--- src/rtl/instr_sequencer.sv ---
// Program sequencer feeding the processor core: issues stored 3-byte instructions,
// waits out the core latency, captures result/flags and steps the PC until HALT or end of memory.
module instr_sequencer #(
    parameter int         PROG_DEPTH     = 16,
    parameter int         ADDR_W         = 4,
    parameter int         RESULT_LATENCY = 2,
    parameter logic [7:0] HALT_OPCODE    = 8'hFF
) (
    input  logic              clk,
    input  logic              reset,
    input  logic              load_en,
    input  logic [ADDR_W-1:0] load_addr,
    input  logic [23:0]       load_data,
    input  logic              start,
    output logic [7:0]        opcode,
    output logic [7:0]        operand1,
    output logic [7:0]        operand2,
    input  logic [7:0]        core_result,
    input  logic [7:0]        core_flags,
    output logic [7:0]        last_result,
    output logic [7:0]        last_flags,
    output logic              result_valid,
    output logic [ADDR_W-1:0] pc,
    output logic              busy,
    output logic              done
);
    localparam int CNT_W = $clog2(RESULT_LATENCY) + 1;

    typedef enum logic [2:0] {IDLE, FETCH, WAIT, CAPTURE, DONE} state_t;

    state_t           state_q, state_d;
    logic [CNT_W-1:0] cnt;
    logic [23:0]      mem [PROG_DEPTH];
    logic [23:0]      mem_word;
    logic             is_halt;
    logic             last_addr;

    assign mem_word  = mem[pc];
    assign is_halt   = (mem_word[23:16] == HALT_OPCODE);
    assign last_addr = (pc == ADDR_W'(PROG_DEPTH - 1));
    assign busy      = (state_q == FETCH) || (state_q == WAIT) || (state_q == CAPTURE);

    // Program memory survives reset; writes are locked out while a program runs.
    always_ff @(posedge clk) begin
        if (load_en && (state_q == IDLE || state_q == DONE))
            mem[load_addr] <= load_data;
    end

    always_comb begin
        state_d = state_q;
        case (state_q)
            IDLE:    if (start) state_d = FETCH;
            FETCH:   state_d = is_halt ? DONE : WAIT;
            WAIT:    if (cnt == CNT_W'(RESULT_LATENCY - 1)) state_d = CAPTURE;
            CAPTURE: state_d = last_addr ? DONE : FETCH;
            DONE:    if (start) state_d = FETCH;
            default: state_d = IDLE;
        endcase
    end

    always_ff @(posedge clk) begin
        if (reset) begin
            state_q      <= IDLE;
            pc           <= '0;
            cnt          <= '0;
            opcode       <= '0;
            operand1     <= '0;
            operand2     <= '0;
            last_result  <= '0;
            last_flags   <= '0;
            result_valid <= 1'b0;
            done         <= 1'b0;
        end else begin
            state_q      <= state_d;
            result_valid <= 1'b0;
            // done follows the state with one cycle of lag
            done         <= (state_q == DONE);
            case (state_q)
                IDLE, DONE: if (start) pc <= '0;
                FETCH: begin
                    cnt <= '0;
                    if (is_halt) {opcode, operand1, operand2} <= '0;
                    else         {opcode, operand1, operand2} <= mem_word;
                end
                WAIT: cnt <= cnt + CNT_W'(1);
                CAPTURE: begin
                    last_result  <= core_result;
                    last_flags   <= core_flags;
                    result_valid <= 1'b1;
                    if (last_addr) {opcode, operand1, operand2} <= '0;
                    else           pc <= pc + ADDR_W'(1);
                end
                default: ;
            endcase
        end
    end
endmodule
--- config.mk ---
export PLATFORM = sky130hd
export DESIGN_NAME = instr_sequencer
export DESIGN_NICKNAME = d
export VERILOG_FILES = /design/src/rtl/instr_sequencer.sv
export SDC_FILE = /design/constraint.sdc
export NUM_CORES = 1
export LEC_CHECK = 0
export CAP_MARGIN = 20
export CORE_MARGIN = 2
export CORE_UTILIZATION = 39
export DETAILED_ROUTE_END_ITERATION = 7
export GPL_TIMING_DRIVEN = 0
export PLACE_DENSITY = 0.66
export RECOVER_POWER = 100
export SLEW_MARGIN = 20
export SYNTH_ARGS = -nofsm -noshare
export SYNTH_HDL_FRONTEND = slang
export SYNTH_SLANG_ARGS = --single-unit
--- constraint.sdc ---
create_clock -name clk -period 3.15 [get_ports clk]
set_clock_uncertainty 0.05 [all_clocks]
set_input_delay 0.63 -clock clk [delete_from_list [all_inputs] [get_ports clk]]
set_output_delay 0.63 -clock clk [all_outputs]
set_load 0.1 [all_outputs]
---- Word level (Yosys, flattened, before mapping) ----
Memories as Yosys holds them, arrays and structs flattened. A register that Yosys moved wholly into a read port is not among the register bits.
Index checks and enable logic that the tools add are counted.
storage, ports and cells
  flip-flop bits (word level) ............. 51
  memory bits (writable) .................. 384
  memories kept ........................... 1
  input port bits ......................... 48
  logic and storage cells ................. 57
  output and inout bits ................... 47
cells by class
  equal/unequal tests ..................... 11
  reductions and logical operators ........ 12
  add/subtract/negate cells ............... 2
  multiplexer cells ....................... 21
memories
  name  words  width  read ports  clocked after memory_dff  wr ports  line  RTL
  mem   16     24     1           1                         1         33    logic [23:0] mem [PROG_DEPTH];
operators with widths
  operator             count
  $pmux 8 s2           3
  $mux 8               4
  $mux 4               4
  $mux 3               4
  $pmux 3 s4           1
  $eq 8x8->1 const B   1
  $pmux 4 s2           1
  $eq 3x2->1 const B   2
  $reduce_bool 2->1    3
  $add 4x1->4 const B  1
  $eq 4x4->1 const B   1
  $ne 2x1->1 const B   2
  $ne 2x2->1 const B   2
  $pmux 2 s2           1
  $reduce_and 2->1     2
  $eq 3x1->1 const B   1
  $eq 3x3->1 const B   1
  $logic_not 3->1      1
  $logic_or 1x1->1     3
  $mux 1               3
  $reduce_and 3->1     1
  $add 2x1->2 const B  1
  $eq 2x1->1 const B   1
  $reduce_or 2->1      1
  $logic_and 1x1->1    1

---- Logic depth before layout (Yosys ltp) ----
Gate-level depths: netlist (run 1).
  depth in word-level cells ............... 6
  mapped depth ............................ 10
  gate-level depth less buffers ........... 7

---- Worst setup path before layout (run 1) ----
Ideal clock, no wire load.
  path kind ............................... register to register
  start point ............................. register state_q[0]
  end point ............................... memory mem[0][0] (enable)
  library setup time ...................... 0.435 ns
  arrival time ............................ 2.764 ns
  required time ........................... 2.665 ns
  buffers on the path ..................... 0
  cell stages (with the launch flop) ...... 5
  period minus slack after synthesis ...... 3.250 ns
  slack ................................... -0.100 ns
  cell sequence ........................... dfxtp_1 nor2_1 nand2_1 or3_1 nor3_1
on the way
  longest elaborated chain between the ends .. 5
  elaborated cells on any way between the ends .. 6
  classes of those cells .................. eq/ne: 1; mux: 2; reduce/logical: 3
ends and longest elaborated chain
  what                                                  line  RTL
  start: declaration                                    31    state_t state_q, state_d;
  start signal: assignment                              74    state_q <= state_d;
  $eq 3x3->1 / $logic_not 3->1 (equally long branches)  45    if (load_en && (state_q == IDLE || state_q == DONE))
  $logic_or 1x1->1 *                                    45
  $logic_and 1x1->1 *                                   45
  $mux 1 *                                              45
  $mux 1 (not written as such) *                        46    mem[load_addr] <= load_data;
  end: declaration                                      33
Every way passes the cells marked *; elsewhere a longest branch is shown, timed or not.

==> impl_metrics.toml, run 1 <==
[synth]
synth-main-ff-cell = "edfxtp_1"
yosys_warnings = 0
ys_ff_latch = 439
synth_cell_types = 33
ys_seq_area_share_pct = 75.26
synth.largest_area_cell = "edfxtp_1"
syn_inst = 788
async_flop_share_pct = 0
syn_area_per_cell_um2 = 21.30
synth_nets = 838
synth_area_um2 = 16780
synth_edf_count = 384
synth_top_area_share_pct = 68.70
ys_top_cells_by_area = "edfxtp_1 (69%), mux4_1 (10%), dfxtp_1 (6.6%)"

[run_status]
status = "finished clean"

[clock_tree]
cts_buffers = 43
clk_latency_ns = 0.55
clk_pin_slew_ns = 0.06
clock_sinks = 439
cts-root-buf = "clkbuf_16"
cts-hold-fix-buffers = 0
cts_buffer_depth = 3
h-tree-depth = 2
cts_tree = "built"

[setup_path]
path_buf_inv = 4
critPathRequiredTime_ns = 3.53
slowest_stage = "nor2b_1"
path_cells = "buf_2, buf_2, nor2b_1, a22oi_1, nand3_1, nand4_1, or2_2, buf_2, buf_4, a32o_1"
criticalPathCategory = "reg -> reg"
worstSetupEndpointType = "flop"
cp_data_arrival_time_ns = 3.44
critPathMaxFanout = 10
critical_path.top_delay_family = "simple AND/OR/NAND/NOR gates"
worstSetupStartpointType = "flop"
slowest_delay_ns = 0.36
r2r_cells = 10
crit_path_frequent_cell = "buf_2"
cp_num_cells = 10

[detailed_routing]
vias_per_cell = 5.475
wl_per_cell_um = 24.40
routed_wl_mm = 37.40
drt-pass1-iter-count = 5
drcViolationCount = 0
routed-via-count = 8393
drtIter0Drc = 849
ant_nets = 0

[timing]
tightest_slew_ns = 1.384
finalSetupViolCount = 0
period_needed_ns = 3.059
timing.final.crit_share_pct = 97.10
drv_slew = 0
fin_hold_ws_ns = 0.4000
slew_headroom_pct = 7.396
fin_tns_setup_ns = 0
max_freq_mhz = 326.9
grt_setup_unrepaired = "no"
finalHoldViolCount = 0

[finish]
drive_gt1_share_pct = 17.53
area_growth_syn_to_layout_pct = 19.92
postLayoutCoreUtil_pct = 47.04
instances_no_fill = 1533
layout_commonest_cell = "edfxtp_1"
final_cell_mix = "edfxtp_1 (384), dlygate4sd3_1 (71), mux4_1 (67)"
final_nets = 1002
n_antenna_cell = 0

[global_routing]
grt_use_total_pct = 17.00
antenna_found_initial = 1
overflow = 0
grt_max_degree = 20
grt_pass1_vias = 8615
grt_pass1_wl_mm = 55.08

[floorplanning]
die_area_um2 = 44710
die_h_um = 211.5
die_width_um = 211.5
coreArea_um2 = 42790
start_util_pct = 39.22
std_cell_rows = 76
ios = 95

[power]
vdd_drop_max_v = 0.0003694
power_density_nw_per_um2 = 599.3
leakagePower_nw = 6.491
total_power_mw = 12.06

[worst_hold_path]
min-delay-start = "last_result[2]"
holdPathStages = 2
worstHoldPathType = "reg -> reg"

[placement]
placed_cells = 1454
place_hpwl_mm = 24.40
place.port_buffers = 94
place_congestion = 0.7428

[run]
cap_violations = 0
## synthesized netlist by cell type (3+ instances only)
| cell | n |
|---|---|
| edfxtp_1 | 384 |
| nor3_1 | 7 |
| dfxtp_1 | 55 |
| nor2_1 | 30 |
| a32o_1 | 24 |
| nand3_1 | 17 |
| nand2_1 | 47 |
| or2_2 | 3 |
| nor2b_1 | 5 |
| buf_6 | 8 |
| mux4_2 | 45 |
| clkbuf_1 | 13 |
| a21oi_1 | 28 |
| buf_12 | 4 |
| nand4_1 | 4 |
| mux4_1 | 67 |
| a22oi_1 | 8 |
| nand2b_1 | 3 |
| buf_2 | 7 |
| o21ai_0 | 3 |
| inv_1 | 3 |
| buf_1 | 8 |
## state kept, by name (all words and copies together), names as in the netlist, named ones only
name          flops
mem             384
last_flags        8
last_result       8
opcode            8
operand1          8
operand2          8
pc                4
state_q           3
cnt               2
done              1
result_valid      1
## final timing paths
check	endpoint	slack, ns
min reg2reg	last_result[2]	0.40
max reg2reg	operand1[5]	0.09
max	operand1[5]	0.09
min	last_result[2]	0.40
## cells by family after synthesis
logic type	after synthesis	synth area share (%)
buffers and inverters	45	1.849
AO/OA/AOI/OAI	70	3.027
multiplexers	112	16.53
flip-flops	439	75.26
XOR/XNOR	1	0.05219
AND/OR/NAND/NOR	119	3.131
adder cells (fa/ha/maj)	2	0.1491
## area by class of cell
| cell class | count | area (µm²) |
|---|---|---|
| Clock inverter | 22 | 191.4 |
| Multi-Input combinational cell | 304 | 3874 |
| Inverter | 3 | 11.26 |
| Clock buffer | 58 | 1202 |
| Sequential cell | 439 | 12630 |
| Fill cell | 3530 | 22660 |
| Timing Repair Buffer | 120 | 1217 |
| Tap cell | 546 | 683.2 |
| Buffer | 41 | 315.3 |
## routing by layer
| layer | GRT usage (%) | up-vias | wire, µm |
|---|---|---|---|
| li1 | - | 3673 | - |
| met3 | 3.664 | 56 | 2518 |
| met4 | 4.711 | 0 | 841 |
| met1 | 23.20 | 4352 | 15920 |
| met5 | 0 | - | 0 |
| met2 | 27.76 | 312 | 18120 |
## timing repair
action                     in CTS  in global routing
cloned                          0                  0
setup endpoints to repair      16                  1
gates resized for setup         8                  1
setup buffers                   0                  0
## through the flow
step           setup slack (ns)  instance area (µm²)
3_5_place_dp            -0.3223                18970
2_1_floorplan           0.08969                16790
3_3_place_gp             -2.450                18410
5_1_grt                 0.01388                20130
4_1_cts                0.009879                20380
6_report                0.09136                20130
## report_power, final
| part | internal, mW | leakage [nW] | total [mW] | switching [mW] |
|---|---|---|---|---|
| sequential | 6.41 | 3.91 | 6.44 | 0.0337 |
| clock | 2.93 | 0.690 | 5.02 | 2.09 |
| combinational | 0.178 | 1.89 | 0.596 | 0.418 |
## worst reg2reg max path, stage by stage (launching register included)
cell     delay (ns)
dfxtp_1        0.35
buf_2          0.23
buf_2          0.31
nor2b_1        0.36
a22oi_1        0.15
nand3_1        0.24
nand4_1        0.25
or2_2          0.35
buf_2          0.19
buf_4          0.21
a32o_1         0.25
Power figures use the tool's default switching activity.
==> run 2, diff against run 1 <==
- CAP_MARGIN: 20 -> 0
==> impl_metrics.toml, run 2 (synthesis gave the netlist of run 1 again) <==
[finish]
largest_register_ffs = 384
final_cell_mix = "edfxtp_1 (384), dlygate4sd3_1 (71), mux4_1 (67)"
top_register = "mem"
layout_commonest_cell = "edfxtp_1"
instances_no_fill = 1530
area_growth_syn_to_layout_pct = 19.80
drive_gt1_share_pct = 16.77
final_nets = 1002
n_antenna_cell = 0

[setup_path]
crit_path_frequent_cell = "buf_2"
slowest_delay_ns = 0.39
path_cells = "buf_2, buf_2, nor2b_1, a22oi_1, nand3_1, nand4_1, or2_2, buf_2, buf_4, a32o_1"
critPathRequiredTime_ns = 3.53
worstSetupStartpointType = "flop"
path_buf_inv = 4
slowest_stage = "nor2b_1"
critical_path.top_delay_family = "simple AND/OR/NAND/NOR gates"
critPathMaxFanout = 10
criticalPathCategory = "reg -> reg"
cp_data_arrival_time_ns = 3.41
worstSetupEndpointType = "flop"

[floorplanning]
die_area_um2 = 44710
start_util_pct = 39.22
die_h_um = 211.5
die_width_um = 211.5
std_cell_rows = 76
ios = 95
coreArea_um2 = 42790

[timing]
slew_headroom_pct = 7.347
drv_slew = 0
finalHoldViolCount = 0
finalSetupViolCount = 0
period_needed_ns = 3.023
grt_setup_unrepaired = "no"
tightest_slew_ns = 1.385
timing.final.crit_share_pct = 95.97
max_freq_mhz = 330.8
fin_ws_ns = 0.1270

[placement]
placed_cells = 1453
place_congestion = 0.7428
place.port_buffers = 94
pre_cts_slack_ns = -0.3092
place_hpwl_mm = 24.26

[detailed_routing]
routed_wl_mm = 37.47
wl_per_cell_um = 24.49
drt-pass1-iter-count = 5
vias_per_cell = 5.490
routed-via-count = 8400
drtIter0Drc = 820
drcViolationCount = 0
ant_nets = 0

[global_routing]
grt_pass1_vias = 8667
grt_use_total_pct = 17.02
grt_pass1_wl_mm = 55.18
grt_max_degree = 18
overflow = 0
antenna_found_initial = 1

[clock_tree]
h-tree-depth = 2
cts_buffer_depth = 3
clk_pin_slew_ns = 0.06
cts_tree = "built"
cts-root-buf = "clkbuf_16"
cts_buffers = 43
clock_sinks = 439
clk_latency_ns = 0.55
cts-hold-fix-buffers = 0

[run_status]
status = "finished clean"

[run]
cap_violations = 0

[power]
vdd_drop_max_v = 0.0003113
power_density_nw_per_um2 = 594.7
total_power_mw = 11.96
leakagePower_nw = 6.458

[worst_hold_path]
worstHoldPathType = "reg -> reg"
[run 2: cell types whose count changed in the layout (fill, tap and decap cells not counted), moves of 2 or more]
cell,change
clkbuf_8,-6
clkinv_1,+5
clkinv_2,-5
buf_16,+2
buf_6,-2
clkbuf_4,+2
clkinvlp_4,+2
inv_6,-2
[run 2: final timing paths]
| check | slack (ns) | cells after the start | startpoint | to |
|---|---|---|---|---|
| worst max-delay path | 0.13 | 10 | flop | operand1[5] |
| worst min-delay path | 0.40 | 2 | last_result[2] | last_result[2] |
| worst max register to register | 0.13 | 10 | flop | operand1[5] |
| worst min register to register | 0.40 | 2 | last_result[2] | last_result[2] |
[run 2: cell type report]
cell class                 instances  area (µm²)
timing repair buffer             119        1241
clock buffer                      54        1149
multi-input combinational        304        3874
fill                            3518       22680
tap                              546       683.2
clock inverter                    23       198.9
inverter                           3       11.26
buffer                            42       317.8
sequential                       439       12630
[run 2: timing repair]
action | 4_1_cts | 5_1_grt
setup endpoints to repair | 16 | 1
buffers inserted | 0 | 0
gates resized for setup | 9 | 1
[run 2: per-layer routing]
| metal | global-route usage, % | vias up | wire (µm) |
|---|---|---|---|
| met5 | 0 | - | 0 |
| li1 | - | 3665 | - |
| met4 | 5.075 | 0 | 774 |
| met3 | 3.634 | 60 | 2480 |
| met1 | 23.03 | 4364 | 15990 |
| met2 | 27.84 | 311 | 18220 |
[run 2: metrics by stage]
stage	hold WS [ns]	TNS, ns	util [%]	instance area [µm²]
detailed placement	0.3965	-4.077	44.30	18960
global placement	0.3934	-498.33	43.03	18410
finish	0.4013	0	46.99	20110
global route	0.4227	0	46.99	20110
CTS	0.4047	0	47.50	20320
floorplan	0.4268	0	-	16790
[run 2: tightest hold or removal path, cell delays in order (launching register included)]
cell and delay [ns]:
dfxtp_1 0.30, nand2_1 0.05, a21oi_1 0.05
[run 2: report_power, final]
part / leakage (nW) / internal, mW / switching [mW]
Clock: 0.647 / 2.83 / 2.09
Combinational: 1.90 / 0.179 / 0.419
Sequential: 3.91 / 6.41 / 0.0331
Total: 6.46 / 9.42 / 2.54
==> run 3, diff against run 2 <==
- GPL_ROUTABILITY_DRIVEN: unset -> 0
- REMOVE_ABC_BUFFERS: unset -> 1
- TNS_END_PERCENT: unset -> 5
==> impl_metrics.toml, run 3 (synthesis gave the netlist of run 1 again) <==
[run_status]
status = "finished clean"

[global_routing]
grt_pass1_vias = 8613
grt_pass1_wl_mm = 55.10
grt_use_total_pct = 16.92
antenna_found_initial = 4
overflow = 0
grt_max_degree = 53

[worst_hold_path]
min-delay-start = "last_flags[7]"
hold_end = "last_flags[7]"
worstHoldPathType = "reg -> reg"
holdPathStages = 2

[power]
power_density_nw_per_um2 = 612.9
vdd_drop_max_v = 0.0003455
leakagePower_nw = 6.524

[clock_tree]
cts-root-buf = "clkbuf_16"
clk_latency_ns = 0.56
cts_tree = "built"
h-tree-depth = 2
clk_pin_slew_ns = 0.06
cts_buffer_depth = 3
cts_buffers = 45
clock_sinks = 439

[timing]
drv_slew = 0
tightest_slew_ns = 1.435
finalHoldViolCount = 0
finalSetupViolCount = 0
grt_setup_unrepaired = "no"
slew_headroom_pct = 3.947
period_needed_ns = 2.914
fin_ws_ns = 0.2357
max_freq_mhz = 343.1
timing.final.crit_share_pct = 92.52

[finish]
area_growth_syn_to_layout_pct = 21.18
drive_gt1_share_pct = 17.58
top_register = "mem"
final_cell_mix = "edfxtp_1 (384), dlygate4sd3_1 (70), mux4_1 (67)"
largest_register_ffs = 384
n_fill_cell = 3486
instances_no_fill = 1515
fin_area_um2 = 20340
final_nets = 980
layout_commonest_cell = "edfxtp_1"

[floorplanning]
start_util_pct = 39.22
die_h_um = 211.5
die_area_um2 = 44710
coreArea_um2 = 42790
ios = 95
std_cell_rows = 76
die_width_um = 211.5

[detailed_routing]
ant_nets = 0
drt-pass1-iter-count = 5
routed_wl_mm = 37.54
vias_per_cell = 5.560
wl_per_cell_um = 24.78
routed-via-count = 8423
drcViolationCount = 0
drtIter0Drc = 858

[setup_path]
criticalPathCategory = "reg -> out"
reg2reg_from = "state_q[0]"
critPathRequiredTime_ns = 2.47
cp_data_arrival_time_ns = 2.23
rrSetupSlack_ns = 0.27
r2r-end = "mem[0][17]"
worstSetupEndpointType = "output port"
r2r_cells = 6
critPathMaxFanout = 8
worstSetupStartpointType = "flop"

[placement]
place.port_buffers = 94
placed_cells = 1422
place_hpwl_mm = 22.54
pre_cts_slack_ns = -0.3582
place_area_um2 = 18880

[run]
cap_violations = 0
## run 3: final cells by class
cell class	instances	area, µm²	share of cell area (%)
Antenna cell	2	5.005	0.02461
Clock buffer	58	1196	5.881
Clock inverter	26	314.1	1.544
Inverter	3	11.26	0.05537
Multi-Input combinational cell	305	3920	19.27
Sequential cell	439	12640	62.17
Tap cell	546	683.2	3.359
Timing Repair Buffer	136	1564	7.690
## run 3: per-stage QoR
stage          hold slack (ns)  total power, mW  setup TNS, ns  util (%)
2_1_floorplan           0.4268            6.895         -53.54         -
3_3_place_gp            0.3918            7.142        -736.02     42.32
3_5_place_dp            0.3967            7.192         -8.208     44.11
4_1_cts                 0.4047            12.58              0     47.69
5_1_grt                 0.4254            12.81              0     47.52
6_report                0.4002            12.46              0     47.53
## run 3: power by group
group / leakage, nW / switching [mW] / internal, mW
Clock: 0.732 / 2.22 / 3.20
Combinational: 1.88 / 0.421 / 0.187
Sequential: 3.91 / 0.0304 / 6.41
## run 3: per-layer routing
metal | share of wire (%) | up-vias | track usage [%]
met5 | 0.035 | - | 0
met4 | 1.9 | 2 | 4.468
met3 | 6.2 | 64 | 2.997
met2 | 50 | 314 | 28.43
met1 | 42 | 4406 | 22.91
li1 | - | 3637 | -
## run 3: worst max-delay path, stage by stage (launching register included)
cell	delay [ns]
dfxtp_1	0.48
nor2_1	0.19
nor2_1	0.11
clkbuf_1	0.89
## run 3: worst max path at each step
stage	start	to	slack, ns
6_report	state_q[0]	busy	0.24
5_1_grt	state_q[0]	mem[2][21]	0.12
4_1_cts	flop	state_q[2]	0.07
3_5_place_dp	flop	state_q[2]	-0.36
3_3_place_gp	flop	opcode[5]	-4.52
2_1_floorplan	flop	opcode[0]	-2.01
## run 3: repair_timing
action,CTS,global route
resized for setup,2,1
endpoints found under the setup margin,26,19
pin swaps,0,1
hold buffers,0,0
setup buffers,1,5
gates cloned,0,1
